File: src/rtl/pht_access_scheduler.sv
// Pattern history table port scheduler.
// One single-ported table of 2-bit saturating counters is shared between
// fetch-stage lookups and execute-stage counter updates. Updates are queued
// in a small FIFO and applied as read-modify-write sequences. After reset the
// whole table is swept to weakly-not-taken before either side is served.
module pht_access_scheduler #(
    parameter int IDX_W     = 6,
    parameter int UPD_DEPTH = 4,
    parameter int PC_W      = 32
) (
    input  logic                         clk,
    input  logic                         rst,
    input  logic                         fetch_req,
    input  logic [PC_W-1:0]              fetch_pc,
    output logic                         fetch_ready,
    output logic                         fetch_valid,
    output logic                         fetch_taken,
    input  logic                         upd_valid,
    input  logic [PC_W-1:0]              upd_pc,
    input  logic                         upd_taken,
    output logic                         upd_ready,
    output logic                         pht_en,
    output logic                         pht_we,
    output logic [IDX_W-1:0]             pht_addr,
    output logic [1:0]                   pht_wdata,
    input  logic [1:0]                   pht_rdata,
    output logic                         busy,
    output logic [$clog2(UPD_DEPTH):0]   upd_count
);

    localparam int PTR_W = $clog2(UPD_DEPTH);
    localparam int CNT_W = PTR_W + 1;

    localparam logic [1:0] ST_INIT   = 2'd0;
    localparam logic [1:0] ST_RUN    = 2'd1;
    localparam logic [1:0] ST_UPD_RD = 2'd2;
    localparam logic [1:0] ST_UPD_WR = 2'd3;

    localparam logic [CNT_W-1:0] FULL_CNT  = CNT_W'(UPD_DEPTH);
    localparam logic [CNT_W-1:0] EMPTY_CNT = {CNT_W{1'b0}};
    localparam logic [IDX_W-1:0] LAST_IDX  = {IDX_W{1'b1}};

    // Next value of a 2-bit saturating counter given the resolved outcome.
    function automatic logic [1:0] ctr_next(input logic [1:0] ctr, input logic taken);
        logic [1:0] nxt;
        case ({taken, ctr})
            3'b1_00: nxt = 2'b01;
            3'b1_01: nxt = 2'b11;
            3'b1_10: nxt = 2'b11;
            3'b1_11: nxt = 2'b11;
            3'b0_00: nxt = 2'b00;
            3'b0_01: nxt = 2'b00;
            3'b0_10: nxt = 2'b01;
            3'b0_11: nxt = 2'b10;
            default: nxt = 2'b01;
        endcase
        return nxt;
    endfunction

    // Registered state
    logic [1:0]       state_q, state_d;
    logic [IDX_W-1:0] sweep_q, sweep_d;
    logic [PTR_W-1:0] head_q, head_d;
    logic [PTR_W-1:0] tail_q, tail_d;
    logic [CNT_W-1:0] count_q, count_d;
    logic [1:0]       new_q, new_d;
    logic             fetch_valid_q, fetch_valid_d;
    logic [IDX_W-1:0] fifo_idx_q [UPD_DEPTH];
    logic [IDX_W-1:0] fifo_idx_d [UPD_DEPTH];
    logic             fifo_tkn_q [UPD_DEPTH];
    logic             fifo_tkn_d [UPD_DEPTH];

    // Combinational helpers
    logic [IDX_W-1:0] fetch_idx_s;
    logic [IDX_W-1:0] upd_idx_s;
    logic [IDX_W-1:0] head_idx_s;
    logic             head_tkn_s;
    logic             full_s;
    logic             empty_s;
    logic             push_s;
    logic             pop_s;
    logic             en_s;
    logic             we_s;
    logic [IDX_W-1:0] addr_s;
    logic [1:0]       wdata_s;
    logic             fetch_ready_s;
    logic             unused_pc_bits_s;

    assign fetch_idx_s = fetch_pc[IDX_W+1:2];
    assign upd_idx_s   = upd_pc[IDX_W+1:2];
    assign head_idx_s  = fifo_idx_q[head_q];
    assign head_tkn_s  = fifo_tkn_q[head_q];
    assign full_s      = (count_q == FULL_CNT);
    assign empty_s     = (count_q == EMPTY_CNT);
    assign push_s      = upd_valid & ~full_s;

    // PC bits outside the table index do not influence the prediction.
    assign unused_pc_bits_s = ^{fetch_pc[PC_W-1:IDX_W+2], fetch_pc[1:0],
                                upd_pc[PC_W-1:IDX_W+2], upd_pc[1:0]};

    // Port control and sequencing: sweep, arbitrate, then read-modify-write.
    always_comb begin
        state_d       = state_q;
        sweep_d       = sweep_q;
        new_d         = new_q;
        fetch_valid_d = 1'b0;
        pop_s         = 1'b0;
        en_s          = 1'b0;
        we_s          = 1'b0;
        addr_s        = sweep_q;
        wdata_s       = 2'b00;
        fetch_ready_s = 1'b0;
        case (state_q)
            ST_INIT: begin
                en_s    = 1'b1;
                we_s    = 1'b1;
                addr_s  = sweep_q;
                wdata_s = 2'b01;
                sweep_d = sweep_q + IDX_W'(1);
                if (sweep_q == LAST_IDX) begin
                    state_d = ST_RUN;
                end else begin
                    state_d = ST_INIT;
                end
            end
            ST_RUN: begin
                if (full_s) begin
                    // A full queue bounds how long fetch may starve updates.
                    en_s    = 1'b1;
                    addr_s  = head_idx_s;
                    state_d = ST_UPD_RD;
                end else if (fetch_req) begin
                    fetch_ready_s = 1'b1;
                    en_s          = 1'b1;
                    addr_s        = fetch_idx_s;
                    fetch_valid_d = 1'b1;
                end else if (!empty_s) begin
                    en_s    = 1'b1;
                    addr_s  = head_idx_s;
                    state_d = ST_UPD_RD;
                end else begin
                    en_s = 1'b0;
                end
            end
            ST_UPD_RD: begin
                // Read data for the head entry arrives now; the port idles.
                new_d   = ctr_next(pht_rdata, head_tkn_s);
                state_d = ST_UPD_WR;
            end
            ST_UPD_WR: begin
                en_s    = 1'b1;
                we_s    = 1'b1;
                addr_s  = head_idx_s;
                wdata_s = new_q;
                pop_s   = 1'b1;
                state_d = ST_RUN;
            end
            default: begin
                state_d = ST_INIT;
            end
        endcase
    end

    // Update FIFO bookkeeping: storage, pointers and occupancy.
    always_comb begin
        fifo_idx_d = fifo_idx_q;
        fifo_tkn_d = fifo_tkn_q;
        tail_d     = tail_q;
        head_d     = head_q;
        if (push_s) begin
            fifo_idx_d[tail_q] = upd_idx_s;
            fifo_tkn_d[tail_q] = upd_taken;
            tail_d             = tail_q + PTR_W'(1);
        end else begin
            tail_d = tail_q;
        end
        if (pop_s) begin
            head_d = head_q + PTR_W'(1);
        end else begin
            head_d = head_q;
        end
        count_d = count_q + CNT_W'(push_s) - CNT_W'(pop_s);
    end

    // State registers; reset abandons any in-flight read-modify-write.
    always_ff @(posedge clk or posedge rst) begin
        if (rst) begin
            state_q       <= ST_INIT;
            sweep_q       <= {IDX_W{1'b0}};
            head_q        <= {PTR_W{1'b0}};
            tail_q        <= {PTR_W{1'b0}};
            count_q       <= {CNT_W{1'b0}};
            new_q         <= 2'b00;
            fetch_valid_q <= 1'b0;
            for (int i = 0; i < UPD_DEPTH; i++) begin
                fifo_idx_q[i] <= {IDX_W{1'b0}};
                fifo_tkn_q[i] <= 1'b0;
            end
        end else begin
            state_q       <= state_d;
            sweep_q       <= sweep_d;
            head_q        <= head_d;
            tail_q        <= tail_d;
            count_q       <= count_d;
            new_q         <= new_d;
            fetch_valid_q <= fetch_valid_d;
            fifo_idx_q    <= fifo_idx_d;
            fifo_tkn_q    <= fifo_tkn_d;
        end
    end

    // Port strobes are masked while reset is held so no access escapes.
    assign pht_en      = en_s & ~rst;
    assign pht_we      = we_s & ~rst;
    assign pht_addr    = addr_s;
    assign pht_wdata   = wdata_s;
    assign fetch_ready = fetch_ready_s & ~rst;
    assign fetch_valid = fetch_valid_q;
    assign fetch_taken = fetch_valid_q & pht_rdata[1];
    assign upd_ready   = ~full_s;
    assign busy        = (state_q == ST_INIT);
    assign upd_count   = count_q;

endmodule

File: config.mk
export PLATFORM = sky130hd
export DESIGN_NAME = pht_access_scheduler
export DESIGN_NICKNAME = d
export VERILOG_FILES = /design/src/rtl/pht_access_scheduler.sv
export SDC_FILE = /design/constraint.sdc
export NUM_CORES = 1
export LEC_CHECK = 0
export ABC_AREA = 1
export ABC_CLOCK_PERIOD_IN_PS = 2400
export BUFFER_PORTS_ARGS = -buffer_cell sky130_fd_sc_hd__buf_4
export CORE_MARGIN = 2
export CORE_UTILIZATION = 51
export DETAILED_ROUTE_END_ITERATION = 10
export GPL_ROUTABILITY_DRIVEN = 0
export PLACE_DENSITY_LB_ADDON = 0.3
export REMOVE_ABC_BUFFERS = 1
export SLEW_MARGIN = 20
export SYNTH_ARGS = -nofsm -noshare
export SYNTH_HDL_FRONTEND = slang
export SYNTH_SLANG_ARGS = --single-unit
File: constraint.sdc
create_clock -name clk -period 2.4 [get_ports clk]
set_input_delay 0 -clock clk [delete_from_list [all_inputs] [get_ports clk]]
set_output_delay 0 -clock clk [all_outputs]
set_load 0.05 [all_outputs]
==> metrics.md, run 1 <==
| Metric | Value |
|---|---|
| Overflow left after global routing | 0 |
| Detailed-routing iteration count for the pre-antenna-repair pass | 4 |
| Post-detailed-route count of antenna-violating nets | 0 |
| Ratio of total power to cell area | 922.6 mW/mm^2 |
| Maximum buffer depth of the clock tree | 2 |
| Area share of xor/xnor cells in the synthesized design | 2.842% |
| I/O pin count | 89 |
| Sw frac | 40.21% |
| Total inserted antenna cells | 0 |
| Port Buffers | 36 |
| Clock root buffer master | clkbuf_8 |
| Number of synthesized flops with an enable pin | 0 |
| Total cell area at the placement stage | 0.003073 mm^2 |
| Worst setup skew after layout | 0.006095 ns |
| Number of cells produced by synthesis | 355 |
| Wirelength per Cell | 11.97 um |
| Period utilisation layout | 83.89% |
| Max Fclk | 0.4967 GHz |
| Layout overhead on the synthesized area | 18.27% |
| Max_slew headroom | 61.87% |
| Comb power frac | 40.6% |
| RSZ-0062 raised after global routing | false |
| Vert. Die Dim | 77.75 um |
| Share of the synthesized area in compound gates (AO/OA/AOI/OAI) | 11.10% |
| Starting density of the core | 53.63% |
| Worst EP required | 2.40 ns |
| Transition time at the pin with the least slew margin | 0.5720 ns |
| TritonCTS clock tree | yes |
| Most frequent cells after synthesis | nand2_1 (116), inv_1 (50), dfrtp_1 (46) |
| Total of warnings raised by yosys | 0 |
| Accumulated negative setup slack | 0 ns |
| Hold Worst Slack | 0.007128 ns |
| Internal power component | 0.001810 W |
| Multiplexer area fraction after synthesis | 0% |
| Total power of the final layout | 0.003027 W |
| Crit path max-delay family | simple AND/OR/NAND/NOR gates |
| Antenna violations before repair | 0 |
| Total Routed Length | 5637 um |
| Share of synthesized cell area in full adder, half adder and majority cells | 5.683% |
| Pin count of the biggest net entering global routing | 31 |
| Via count of the first global-routing pass | 2206 |
| Arrival @ worst endpoint | 2.01 ns |
| Main combinational cell family by area after synthesis | simple AND/OR/NAND/NOR gates |
| #FFs+latches synth | 46 |
| Static leakage | 1.737 nW |
| Count leader, synth | nand2_1 |
| Syn Area/Cell | 7.814 um^2 |
| Count of endpoints failing hold in the final timing report | 0 |
| Min setup slack post-route | 0.3866 ns |
| Buffer and inverter count on the worst path | 3 |
| Number of buffers added by the clock tree synthesis step | 5 |
| Startpoint class of the critical path | flop |
| Number of max-cap violations | 0 |
| Final Max Tran Viols | 0 |
| Clock tree sinks | 46 |
| Number of instances resized during post-cts repair | 0 |
| Drt initial violations | 160 |
| Cell area after synthesis | 0.002774 mm^2 |
| Post-layout net count | 483 |
| Final-report setup violation count | 0 |
| Post-detail-place hpwl | 4168 um |
| Post-route cell area | 0.003281 mm^2 |
| Die extent in x | 77.75 um |
| Net switching power | 0.001217 W |
| H-Tree Depth | 2 |
| Most common flop cell mapped by yosys | dfrtp_1 |
| Clock latency on the worst-skew pair | 0.31 ns |
| Setup bufs post-CTS | 0 |
| Placeable core region | 0.005172 mm^2 |
| Critical path, cell by cell | ha_1 > buf_4 > nor2_1 > nand2_1 > o21ai_1 > inv_1 > nand2_1 > buf_4 |
| Post-route minimum period | 2.013 ns |
| Top cells by area, synth | dfrtp_1 (41%), nand2_1 (16%), inv_1 (6.8%), o21ai_1 (5.1%), ha_1 (5.0%) |
| Simple-gate area share of the yosys netlist | 27.60% |
| Row count | 26 |
| Share of the yosys chip area belonging to registers | 41.50% |
| Proportion of register bits with asynchronous set or reset after synthesis | 100.0% |
| Max IR drop VDD | 0.6789 mV |
| Cell type with the largest total area after synthesis | dfrtp_1 |
| Fraction of layout instances using a drive strength above 1 | 16.96% |
| Global router's overall resource usage | 20.96% |
| Clock network fraction of design power | 19.9% |
| Kind of critical path | flop to output port |
| Via Count | 2292 |
| Seq pwr share | 39.5% |
| Capturing element type of the critical path | output port |
| Run status | complete, no violations |
| Master of the slowest instance on the critical path | dfrtp_1 |
| Clock Pin Slew Worst Setup and Hold Paths | 0.09 ns |
| Share of the synthesized area in the top cell type | 41.50% |
| Worst slack, placed | 0.5182 ns |
| Max FO, Critical Path | 7 |
| Filler instances | 478 |
| Average vias per placed instance | 4.866 |
| Path type of the worst min-delay path | input pin to flop |
| Highest cell delay on the worst timing path | 0.42 ns |
| Number of remaining DRC errors | 0 |
| Total die area | 0.006045 mm^2 |
| Wire length of the first global-routing pass | 10030 um |
| Number of distinct library cells after synthesis | 30 |
what timing repair did:
action	CTS	global route
hold buffers	9	0
endpoints found under the hold margin	42	0
endpoints found under the setup margin	0	0
state kept, by name, indices dropped and copies added (netlist names):
| register | flops |
|---|---|
| fetch_valid | 1 |
| head_q | 2 |
| fifo_tkn_q | 4 |
| sweep_q | 6 |
| new_q | 2 |
| state_q | 2 |
| fifo_idx_q | 24 |
| tail_q | 2 |
| upd_count | 3 |
per-layer routing:
metal  track usage [%]  wire length, um  vias up  part of all wire [%]
met5                 0                0        -                     0
met4             8.571              141        0                   2.5
met2             33.02             2600       56                    46
li1                  -                -     1205                     -
met1             29.12             2668     1018                    47
met3             2.907              227       13                   4.0
stage by stage:
| step | instances | utilization [%] |
|---|---|---|
| after floorplan | 343 | - |
| after global placement | 454 | 59.39 |
| after detailed placement | 454 | 59.41 |
| after CTS | 471 | 63.43 |
| after global routing | 471 | 63.43 |
| final | 471 | 63.43 |
cells in the final DEF, fill, tap and decap left out:
cell type      synthesis  final
nand2_1              116    116
inv_1                 50     49
dfrtp_1               46     46
buf_4                  4     41
o21ai_1               28     28
nand3_1               25     25
a21oi_1               14     14
ha_1                  11     11
dlygate4sd3_1          0      9
xor2_1                 8      8
o21ai_0                8      8
nand4_1                7      7
nor2_1                 5      5
clkbuf_8               0      5
nand2_8                4      4
o21ai_2                4      4
nand2_2                3      3
nand2_4                2      2
nor3_1                 2      2
inv_2                  2      2
nor2_4                 1      1
inv_12                 1      1
clkinv_1               1      1
a21oi_2                1      1
xnor2_1                1      1
clkinv_2               0      1
a31oi_1                1      1
o21a_1                 1      1
fa_1                   1      1
clkinvlp_4             0      1
bufinv_16              0      1
inv_8                  0      1
cells by family after synthesis:
group	count (synthesis)
adders and majority gates	12
buffers and inverters	66
AOI/OAI and AO/OA	57
and+or+nand+nor	165
DFF	46
xor gates and xnor gates	9
worst paths after layout:
check	slack [ns]	endpoint	startpoint	cells after the start
worst max-delay path	0.39	pht_addr[3]	state_q[0]$_DFFE_PP0P_	8
worst min-delay path	0.007	fifo_tkn_q[3]$_DFFE_PP0P_	upd_taken	3
worst max register to register	0.51	upd_count[2]$_DFF_PP0_	upd_count[1]$_DFF_PP0_	8
worst min register to register	0.49	fifo_idx_q[23]$_DFFE_PP0P_	fifo_idx_q[23]$_DFFE_PP0P_	2
max in group asynchronous	1.59	fifo_idx_q[0]$_DFFE_PP0P_	rst	4
min in group asynchronous	0.30	fifo_idx_q[2]$_DFFE_PP0P_	rst	3
worst reg2reg max path: cells and delay by family (launching register included):
kind	cells	cell delay, ns
buffers and inverters	1	0.04
and+or+nand+nor	3	0.27
xor gates and xnor gates	1	0.17
DFF	1	0.46
adders and majority gates	3	0.83
power groups by stage:
stage / Combinational, W / Clock, W / Sequential (W)
2_1_floorplan: 0.000836 / 0 / 0.00129
3_3_place_gp: 0.00119 / 0 / 0.00121
3_5_place_dp: 0.00122 / 0 / 0.00121
4_1_cts: 0.00124 / 0.000612 / 0.00120
5_1_grt: 0.00140 / 0.000647 / 0.00124
6_report: 0.00123 / 0.000602 / 0.00120
area by class of cell:
type                       instances  area (um^2)  area share (%)
multi-input combinational        243         1310           39.93
sequential                        46         1151           35.09
timing repair buffer              50        397.9           12.13
inverter                          54        216.5           6.598
tap                               70        87.58           2.670
clock buffer                       5        68.82           2.098
clock inverter                     3        48.80           1.487
Power figures use the tool's default switching activity.
==> inputs of run 2 (changes only) <==
--- a/config.mk
+++ b/config.mk
@@ -6,10 +6,10 @@
 export NUM_CORES = 1
 export LEC_CHECK = 0
 export ABC_AREA = 1
-export ABC_CLOCK_PERIOD_IN_PS = 2400
+export ABC_CLOCK_PERIOD_IN_PS = 1850
 export BUFFER_PORTS_ARGS = -buffer_cell sky130_fd_sc_hd__buf_4
 export CORE_MARGIN = 2
-export CORE_UTILIZATION = 51
+export CORE_UTILIZATION = 46
 export DETAILED_ROUTE_END_ITERATION = 10
 export GPL_ROUTABILITY_DRIVEN = 0
 export PLACE_DENSITY_LB_ADDON = 0.3
==> constraint.sdc (replaced) <==
create_clock -name clk -period 1.85 [get_ports clk]
set_input_delay 0 -clock clk [delete_from_list [all_inputs] [get_ports clk]]
set_output_delay 0 -clock clk [all_outputs]
set_load 0.05 [all_outputs]
==> run 2 against run 1 <==
  * Worst hold slack got worse by 0.00064 ns
  * Clock skew decreased by 0.0019 ns
  * Final cell count increased by 1.7%
  * Worst setup slack got worse by 0.30 ns
  * Sequential share of layout area decreased by 0.80 points
  * Critical path type is now flop to flop
  * Highest routed layer unchanged
==> metrics.md, run 2 (synthesized netlist as in run 1, its figures left out) <==
| Metric | Value |
|---|---|
| Global router's overall resource usage | 20.02% (-0.94 points) |
| Largest register FFs | 24 (unchanged) |
| Wire length of the first global-routing pass | 10140 um (+1.1%) |
| Vert. Die Dim | 81.66 um (+5.0%) |
| Clock network fraction of design power | 18.5% (-1.4 points) |
| Period utilisation layout | 95.15% |
| Via count of the first global-routing pass | 2172 (-1.5%) |
| Placeable core region | 0.005886 mm^2 (+14%) |
| Transition time at the pin with the least slew margin | 0.7023 ns (+0.1303 ns) |
| Row count | 28 (+7.7%) |
| Overflow left after global routing | 0 (unchanged) |
| Worst setup skew after layout | 0.004233 ns (-0.001863 ns) |
| Total die area | 0.006668 mm^2 (+10%) |
| Clock Pin Slew Worst Setup and Hold Paths | 0.08 ns (about the same) |
| Kind of critical path | flop to flop |
| Buffer and inverter count on the worst path | 1 (-2) |
| Static leakage | 1.760 nW (+1.3%) |
| Internal power component | 0.002384 W (+32%) |
| Post-layout utilization of the core | 57.04% (-6.4 points) |
| Max_slew headroom | 52.89% (-9.0 points) |
| Post-layout net count | 486 (+0.62%) |
| Sequential standard cell area | 0.001151 mm^2 (unchanged) |
| Filler instances | 570 (+19%) |
| Crit path max-delay family | adder cells |
| Max IR drop VDD | 0.7126 mV (+5.0%) |
| Ratio of total power to cell area | 1179 mW/mm^2 (+28%) |
| Via Count | 2343 (+2.2%) |
| Comb power frac | 42.3% (+1.7 points) |
| Wirelength per Cell | 12.49 um (+4.4%) |
| Dpl cells | 464 (+2.2%) |
| Final-report setup violation count | 0 (unchanged) |
| Post-detail-place hpwl | 4356 um (+4.5%) |
| Layout Cells excl Fill | 479 (+1.7%) |
| Area of combinational cells with multiple inputs | 0.001333 mm^2 (+1.7%) |
| Max Fclk | 0.5681 GHz |
| Post-detailed-route count of antenna-violating nets | 0 (unchanged) |
| Path type of the worst min-delay path | input pin to flop |
| Master of the slowest instance on the critical path | dfrtp_1 |
| TritonCTS clock tree | yes |
| Net switching power | 0.001575 W (+29%) |
| Clock latency on the worst-skew pair | 0.30 ns (about the same) |
| Port Buffers | 36 (unchanged) |
| Clock tree sinks | 46 (unchanged) |
| Worst EP required | 2.03 ns (-0.37 ns) |
| Starting density of the core | 47.13% (-6.5 points) |
| Antenna violations before repair | 0 (unchanged) |
| Sw frac | 39.78% (-0.44 points) |
| H-Tree Depth | 2 (unchanged) |
| Arrival @ worst endpoint | 1.94 ns (-0.07 ns) |
| RSZ-0062 raised after global routing | false |
| Seq pwr share | 39.2% (-0.3 points) |
| Critical path, cell by cell | ha_2 > ha_1 > inv_1 > ha_1 > fa_2 > xor2_1 |
| Layout overhead on the synthesized area | 21.02% |
| Average vias per placed instance | 4.891 (+0.52%) |
| Startpoint class of the critical path | flop |
| Fraction of layout instances using a drive strength above 1 | 19.06% (+2.1 points) |
| Post-route minimum period | 1.760 ns |
| Detailed-routing iteration count for the pre-antenna-repair pass | 4 (unchanged) |
| Most common cell on crit path | ha_1 |
| Count of endpoints failing hold in the final timing report | 0 (unchanged) |
| Capturing element type of the critical path | flop |
| Final Max Tran Viols | 0 (unchanged) |
| Total Routed Length | 5983 um (+6.1%) |
| Most frequent standard cell in the layout excluding fill and tap cells | nand2_1 |
| Max FO, Critical Path | 4 (-3) |
| Total power of the final layout | 0.003958 W (+31%) |
| Largest registers in the final layout | fifo_idx_q x24, sweep_q x6, fifo_tkn_q x4 |
| Register with the most flip-flops | fifo_idx_q |
| Total inserted antenna cells | 0 (unchanged) |
| Maximum buffer depth of the clock tree | 2 (unchanged) |
| Number of max-cap violations | 0 (unchanged) |
| Number of buffers added by the clock tree synthesis step | 5 (unchanged) |
| Highest-count cells in the layout ignoring fill and taps | nand2_1 (116), inv_1 (48), dfrtp_1 (46), buf_4 (43), o21ai_1 (30) |
| Die extent in x | 81.66 um (+5.0%) |
| Drt initial violations | 195 (+22%) |
| Run status | complete, no violations |
| Number of remaining DRC errors | 0 (unchanged) |
| Clock root buffer master | clkbuf_8 |
| Pin count of the biggest net entering global routing | 29 (-6.5%) |
| I/O pin count | 89 (unchanged) |
| Highest cell delay on the worst timing path | 0.43 ns (about the same) |
run 2: changes by cell type in the layout (fill, tap and decap cells not counted), sizes merged:
cell | previous run | this run
clkinvlp | 1 | 2
inv | 53 | 50
buf | 41 | 47
clkbuf | 5 | 7
dlygate4sd3 | 9 | 6
run 2: final timing paths:
path	start	endpoint	slack, ns	cells past startpoint
worst max-delay path	state_q[1]$_DFFE_PP0P_	upd_count[2]$_DFF_PP0_	0.09	6
worst max register to register	state_q[1]$_DFFE_PP0P_	upd_count[2]$_DFF_PP0_	0.09	6
min in group asynchronous	rst	sweep_q[4]$_DFFE_PP0P_	0.31	3
worst min-delay path	upd_pc[2]	fifo_idx_q[18]$_DFFE_PP0P_	0.006	3
max in group asynchronous	rst	fifo_idx_q[7]$_DFFE_PP0P_	1.01	4
worst min register to register	fifo_idx_q[23]$_DFFE_PP0P_	fifo_idx_q[23]$_DFFE_PP0P_	0.49	2
run 2: per-layer routing:
layer	GRT usage, %	share of wire (%)
met2	32.70	46
met5	0	0
met4	6.000	0.42
met1	27.26	49
met3	3.626	4.5
run 2: layout make-up:
type	count	area share, %
flip-flops and latches	46	34.29
inverters	54	6.783
multi-input cells	243	39.69
clock buffers	7	2.274
clock inverters	1	0.8945
well taps	75	2.795
repair buffers	53	13.27
run 2: what timing repair did:
action,4_1_cts,5_1_grt
pin swaps,0,2
endpoints found under the hold margin,24,0
hold buffers,6,0
setup buffers,0,1
gates resized for setup,3,11
endpoints found under the setup margin,6,7
gates cloned,0,0
run 2: worst register-to-register path: stages (launching register included):
cell and delay, ns:
dfrtp_1 0.43, ha_2 0.21, ha_1 0.27, inv_1 0.04
ha_1 0.19, fa_2 0.35, xor2_1 0.17
run 2: per-stage QoR:
step                      hold WS [ns]  area (um^2)  worst slack (ns)  setup TNS (ns)
after floorplan                 0.1565         2676           -0.4926          -1.554
after global routing           0.01538         3357          0.006778               0
final                         0.006487         3357           0.08972               0
after detailed placement       0.08745         3141           0.05643               0
after CTS                    0.0006288         3322           0.03660               0
after global placement         0.07766         3141           0.07222               0
run 2: power groups by stage:
stage / Sequential (W) / Combinational, W / Clock, W
after global routing: 0.00159 / 0.00190 / 0.000797
final: 0.00155 / 0.00168 / 0.000731
after floorplan: 0.00167 / 0.00108 / 0
after detailed placement: 0.00156 / 0.00162 / 0
after global placement: 0.00156 / 0.00157 / 0
after CTS: 0.00155 / 0.00165 / 0.000753
